**config.mk**
```make
export PLATFORM = sky130hd
export DESIGN_NAME = alu_arbiter
export DESIGN_NICKNAME = d
export VERILOG_FILES = /design/src/rtl/alu_arbiter.sv
export SDC_FILE = /design/constraint.sdc
export NUM_CORES = 1
export LEC_CHECK = 0
export ABC_AREA = 1
export BUFFER_PORTS_ARGS = -buffer_cell sky130_fd_sc_hd__buf_4
export CAP_MARGIN = 20
export CORE_UTILIZATION = 46
export DETAILED_ROUTE_END_ITERATION = 10
export GPL_TIMING_DRIVEN = 0
export PLACE_DENSITY = 0.78
export SYNTH_ARGS = -nofsm -noshare
export SYNTH_HDL_FRONTEND = slang
export SYNTH_SLANG_ARGS = --single-unit
```
**constraint.sdc**
```tcl
create_clock -name clk -period 1.4 [get_ports clk]
set_clock_uncertainty 0.15 [all_clocks]
set_input_delay 0 -clock clk [delete_from_list [all_inputs] [get_ports clk]]
set_output_delay 0 -clock clk [all_outputs]
set_load 0.02 [all_outputs]
```
**src/rtl/alu_arbiter.sv**
```systemverilog
// ============================================================================
//  Module      : alu_arbiter
//  Description : Round-robin arbiter sharing one 12-bit ALU between the
//                fetch/PC-update requester (port 0) and the execute
//                requester (port 1); one operation in flight at a time.
//  Revision    : 1.0 - initial release
// ============================================================================
`timescale 1ns/1ps
`default_nettype none

module alu_arbiter #(
    parameter int DW  = 12,
    parameter int OPW = 3
) (
    input  logic           clk,
    input  logic           rst_n,

    input  logic           req0_valid,
    output logic           req0_ready,
    input  logic [OPW-1:0] req0_opcode,
    input  logic [DW-1:0]  req0_op1,
    input  logic [DW-1:0]  req0_op2,

    input  logic           req1_valid,
    output logic           req1_ready,
    input  logic [OPW-1:0] req1_opcode,
    input  logic [DW-1:0]  req1_op1,
    input  logic [DW-1:0]  req1_op2,

    output logic           rsp0_valid,
    input  logic           rsp0_ready,
    output logic           rsp1_valid,
    input  logic           rsp1_ready,
    output logic [DW-1:0]  rsp_data,

    output logic [OPW-1:0] alu_opcode,
    output logic [DW-1:0]  alu_op1,
    output logic [DW-1:0]  alu_op2,
    input  logic [DW-1:0]  alu_out
);

    typedef enum logic [1:0] {
        IDLE = 2'd0,
        EXEC = 2'd1,
        RESP = 2'd2
    } state_t;

    state_t         r_state;
    logic           r_prio;
    logic           r_owner;
    logic           r_rsp0_valid;
    logic           r_rsp1_valid;
    logic [DW-1:0]  r_rsp_data;
    logic [OPW-1:0] r_alu_opcode;
    logic [DW-1:0]  r_alu_op1;
    logic [DW-1:0]  r_alu_op2;

    logic           w_idle;
    logic           w_gnt0;
    logic           w_gnt1;
    logic           w_rsp_taken;

    // r_prio names the port favoured on a tie: it resets to 0 and flips to
    // the loser after every grant, giving strict alternation under contention.
    assign w_gnt0 = req0_valid && (!req1_valid || !r_prio);
    assign w_gnt1 = req1_valid && (!req0_valid ||  r_prio);

    // rst_n gating keeps ready low while reset is held, not only after it.
    assign w_idle      = (r_state == IDLE) && rst_n;
    assign req0_ready  = w_idle && w_gnt0;
    assign req1_ready  = w_idle && w_gnt1;
    assign w_rsp_taken = r_owner ? rsp1_ready : rsp0_ready;

    assign rsp0_valid  = r_rsp0_valid;
    assign rsp1_valid  = r_rsp1_valid;
    assign rsp_data    = r_rsp_data;
    assign alu_opcode  = r_alu_opcode;
    assign alu_op1     = r_alu_op1;
    assign alu_op2     = r_alu_op2;

    always_ff @(posedge clk or negedge rst_n) begin
        if (!rst_n) begin
            r_state      <= IDLE;
            r_prio       <= 1'b0;
            r_owner      <= 1'b0;
            r_rsp0_valid <= 1'b0;
            r_rsp1_valid <= 1'b0;
            r_rsp_data   <= '0;
            r_alu_opcode <= '0;
            r_alu_op1    <= '0;
            r_alu_op2    <= '0;
        end else begin
            case (r_state)
                IDLE: begin
                    if (w_gnt0) begin
                        r_alu_opcode <= req0_opcode;
                        r_alu_op1    <= req0_op1;
                        r_alu_op2    <= req0_op2;
                        r_owner      <= 1'b0;
                        r_prio       <= 1'b1;
                        r_state      <= EXEC;
                    end else if (w_gnt1) begin
                        r_alu_opcode <= req1_opcode;
                        r_alu_op1    <= req1_op1;
                        r_alu_op2    <= req1_op2;
                        r_owner      <= 1'b1;
                        r_prio       <= 1'b0;
                        r_state      <= EXEC;
                    end
                end
                EXEC: begin
                    r_rsp_data <= alu_out;
                    if (r_owner) begin
                        r_rsp1_valid <= 1'b1;
                    end else begin
                        r_rsp0_valid <= 1'b1;
                    end
                    r_state <= RESP;
                end
                RESP: begin
                    if (w_rsp_taken) begin
                        r_rsp0_valid <= 1'b0;
                        r_rsp1_valid <= 1'b0;
                        r_state      <= IDLE;
                    end
                end
                default: begin
                    r_state <= IDLE;
                end
            endcase
        end
    end

endmodule

`default_nettype wire

```
# After elaboration in Yosys (flattened, before gate mapping)
# Index checks and enable logic that the tools add are counted.
[word_totals] register_bits=45 in_bits=72 output_inout_bits=43 elab_cells=52
[op_classes] eq_ne=6 muxes=20 n_reduce_logical=17
[ops] operator="$mux W12" count=4
[ops] operator="$mux W1" count=8
[ops] operator="$mux W2" count=3
[ops] operator="$mux W3" count=2
[ops] operator="$ne A2 B2 Y1 const B" count=3
[ops] operator="$pmux W2 S3" count=1
[ops] operator="$reduce_and A3 Y1" count=2
[ops] operator="$logic_and A1 B1 Y1" count=5
[ops] operator="$pmux W1 S2" count=2
[ops] operator="$reduce_and A2 Y1" count=2
[ops] operator="$reduce_bool A2 Y1" count=2
[ops] operator="$logic_not A1 Y1" count=3
[ops] operator="$ne A3 B3 Y1 const B" count=1
[ops] operator="$eq A2 B1 Y1 const B" count=1
[ops] operator="$eq A2 B2 Y1 const B" count=1
[ops] operator="$logic_not A2 Y1" count=1
[ops] operator="$logic_or A1 B1 Y1" count=2

# Longest topological paths before layout
[logic_depth] ltp_word=6 ltp_mapped=6 ltp_nobuf=6

# Worst setup path after synthesis
# OpenSTA, ideal clock, no wires.
[synth_timing] kind="flip-flop to output port" from="reg r_state[0]" to="out req1_ready" arrival_time_ns=1.122 required_ns=1.250 path_slack_ns=0.128 path_stages_with_launch=4 path_buffers=0 cell_sequence="dfrtp_1 > inv_1 > nand2_1 > nor3_1"
[synth_between] elab_chain_len=3
[synth_rtl] item="start: declaration" line="48" rtl="state_t r_state;"
[synth_rtl] item="start signal: assignment" line="83" rtl="r_state <= IDLE;"
[synth_rtl] item="start signal: assignment" line="101" rtl="r_state <= EXEC;"
[synth_rtl] item="start signal: assignment" line="108" rtl="r_state <= EXEC;"
[synth_rtl] item="$logic_not A2 Y1" line="69" rtl="assign w_idle = (r_state == IDLE) && rst_n;"
[synth_rtl] item="$logic_and A1 B1 Y1" line="69"
[synth_rtl] item="$logic_and A1 B1 Y1" line="71" rtl="assign req1_ready = w_idle && w_gnt1;"
[synth_rtl] item="end: declaration" line="25" rtl="output logic req1_ready,"
# No other way between the ends.

# Worst setup path after layout
[layout_timing] from="reg r_state[0]" to="out req0_ready"
[layout_between] elab_chain_len=3
[layout_rtl] item="$logic_not A2 Y1" line="69"
[layout_rtl] item="$logic_and A1 B1 Y1" line="69"
[layout_rtl] item="$logic_and A1 B1 Y1" line="70" rtl="assign req0_ready = w_idle && w_gnt0;"
[layout_rtl] item="end: declaration" line="19" rtl="output logic req0_ready,"
# No other way between the ends.

==> impl_metrics.env <==
export IMPL_cts_buffers=5
export IMPL_antenna_found_initial=0
export IMPL_dr_pass1_iters=5
export IMPL_cp_num_buf_inv=3
export IMPL_drt_iter0_markers=134
export IMPL_fin_ws_ps=-60.63
export IMPL_initial_utilization=0.4829
export IMPL_static_leakage_power_nw=2.417
export IMPL_die_area_mm2=0.005278
export IMPL_hp_class="input pin to async pin"
export IMPL_min_period_ps=1461
export IMPL_path_cells="inv_2 > nand2_4 > nor2_4 > inv_2 > nor2_4 > buf_6"
export IMPL_whs_ps=-445.7
export IMPL_status="finished with violations"
export IMPL_avgSynthCellArea_um2=7.197
export IMPL_hpwl_um=4328
export IMPL_hold_violations=48
export IMPL_setup_viol=29
export IMPL_yosysUniqueCellTypes=16
export IMPL_synth_area_mm2=0.002296
export IMPL_grt_pass1_vias=2725
export IMPL_diodes=0
export IMPL_vias=2884
export IMPL_grt_start_max_net_pins=47
export IMPL_synth_ff_latch_count=45
export IMPL_ys_seq_area_frac=0.4905
export IMPL_ir_worst_vdd_uv=961.6
export IMPL_die_x_um=72.65
export IMPL_critPathTopFamily="flip-flops"
export IMPL_timing_final_crit_share=1.043
export IMPL_die_h_um=72.65
export IMPL_slowest_stage="dfrtp_1"
export IMPL_cts_root_buf="clkbuf_8"
export IMPL_cts_tree="yes"
export IMPL_ant_nets=0
export IMPL_powerDensity_mw_per_mm2=1811
export IMPL_reg2reg_depth=6
export IMPL_drv_slew=0
export IMPL_crit_fanout=3
export IMPL_timing_worst_slew_pin_value_ps=572.9
export IMPL_drc=0
export IMPL_clk_pin_slew_ps=80
export IMPL_crit_arrival_ps=1310
export IMPL_clkLatencyLatePin_ps=290
export IMPL_final_common_cell="nand2_1"
export IMPL_worstPathRequired_ps=1250
export IMPL_utilization=0.8847
export IMPL_critPathCaptureType="primary output"
export IMPL_drive_gt1_frac=0.3083
export IMPL_synthCells=319
export IMPL_fmax_mhz=684.6
export IMPL_max_slew_margin=0.6181
export IMPL_path_depth=6
export IMPL_cts_sinks=45
export IMPL_mostFrequentLayoutCells="130 x nand2_1, 129 x buf_4, 68 x dlygate4sd3_1"
export IMPL_rsz0062_at_grt="yes"
export IMPL_row_count=25
export IMPL_htree_levels=2
export IMPL_syn_nets=391
export IMPL_areaGrowthSynthToFinish_pct=83.22
export IMPL_grt_use_total=0.3089
export IMPL_finalWeightedCongestion=0.7511
export IMPL_failed_checks="hold timing, setup timing"
export IMPL_io_pins=115
export IMPL_critical_path_class="flip-flop to primary output"
export IMPL_finalNetCount=590
export IMPL_max_stage_delay_ps=430
export IMPL_coreArea_mm2=0.004755
export IMPL_max_cap_violations=0
export IMPL_finalWirelength_um=8354
export IMPL_ys_warnings_count=0
export IMPL_rrSetupSlack_ps=-30
export IMPL_port_buffers=114
export IMPL_clk_path_buf_depth=2
export IMPL_routedWlPerCell_um=14.26
export IMPL_overflow=0
export IMPL_start_kind="flip-flop"
export IMPL_ctsHoldBuffers=68
export IMPL_grt_pass1_wl_um=12510
export IMPL_viasPerCell=4.922
## logic make-up after synthesis
kind of cell	count (synthesis)	synth area share
buf+inv	75	0.1384
simple gates	196	0.3646
flops	45	0.4905
compound gates	3	0.006533
## synthesized netlist by cell type
| master | instances | share of area |
|---|---|---|
| buf_2 | 5 | 0.011 |
| buf_4 | 8 | 0.026 |
| nand2_2 | 1 | 0.0027 |
| clkbuf_1 | 1 | 0.0016 |
| nand3_1 | 55 | 0.12 |
| nor3_1 | 1 | 0.0022 |
| a21oi_1 | 1 | 0.0022 |
| nor2_1 | 4 | 0.0065 |
| o21ai_1 | 1 | 0.0022 |
| dfrtp_1 | 45 | 0.49 |
| nor2_8 | 1 | 0.0087 |
| nor2_2 | 2 | 0.0054 |
| o21ai_0 | 1 | 0.0022 |
| nand2_1 | 131 | 0.21 |
| nand2_4 | 1 | 0.0049 |
| inv_1 | 61 | 0.10 |
## through the flow
step	instances	cell area (µm²)	setup WS (ps)	power [mW]	TNS (ps)
5_1_grt	586	4207	-146.4	8.119	-3827
4_1_cts	579	4083	-68.98	7.200	-95.53
6_report	586	4207	-60.63	7.619	-487.0
2_1_floorplan	319	2296	128.3	4.468	0
3_5_place_dp	500	3236	-24.27	6.017	-98.28
3_3_place_gp	500	3236	6.683	5.926	0
## power by group
group | internal [mW] | leakage [nW] | switching, mW
Combinational | 1.88 | 1.82 | 2.48
Clock | 0.447 | 0.0542 | 0.428
Sequential | 1.96 | 0.545 | 0.423
## routing by layer
metal | vias up | wire length [µm] | GRT usage
li1 | 1345 | - | -
met1 | 1345 | 3068 | 0.3454
met2 | 166 | 4376 | 0.5742
met3 | 28 | 656 | 0.07182
met4 | 0 | 253 | 0.1046
met5 | - | 0 | 0
## cell type report
type | count | area (µm²)
repair buffers | 193 | 1630
multi-input cells | 199 | 915.9
clock buffers | 7 | 96.34
fillers | 258 | 548.0
clock inverters | 1 | 5.005
well taps | 67 | 83.83
inverters | 61 | 229.0
plain buffers | 13 | 120.1
flip-flops and latches | 45 | 1126
## timing repair
item	4_1_cts	5_1_grt
resized for setup	12	25
pin swaps	1	7
endpoints found under the setup margin	19	36
cloned	0	0
setup buffers	4	7
endpoints found under the hold margin	88	47
## registers in the layout, summed over array words and instances (netlist names)
signal and count:
alu_opcode 3, alu_op1 12, rsp0_valid 1, rsp1_valid 1, alu_op2 12, r_prio 1, rsp_data 12, r_state 2
r_owner 1
## worst paths after layout
path	start	end
max in group asynchronous	rst_n	alu_op1[7]$_DFFE_PN0P_
hold / removal	rst_n	rsp_data[2]$_DFFE_PN0P_
setup reg to reg	r_state[1]$_DFFE_PN0P_	alu_op2[5]$_DFFE_PN0P_
min in group clk	req0_valid	alu_op2[7]$_DFFE_PN0P_
setup / recovery	r_state[0]$_DFFE_PN0P_	req0_ready
hold reg to reg	rsp_data[3]$_DFFE_PN0P_	rsp_data[3]$_DFFE_PN0P_
## worst register-to-register path, stage by stage, from the launching register on
cell	delay, ps
dfrtp_1	410
buf_4	150
nor2_1	150
o21ai_1	140
buf_4	200
nand2_1	80
nand2_1	60
Power figures use the tool's default switching activity.
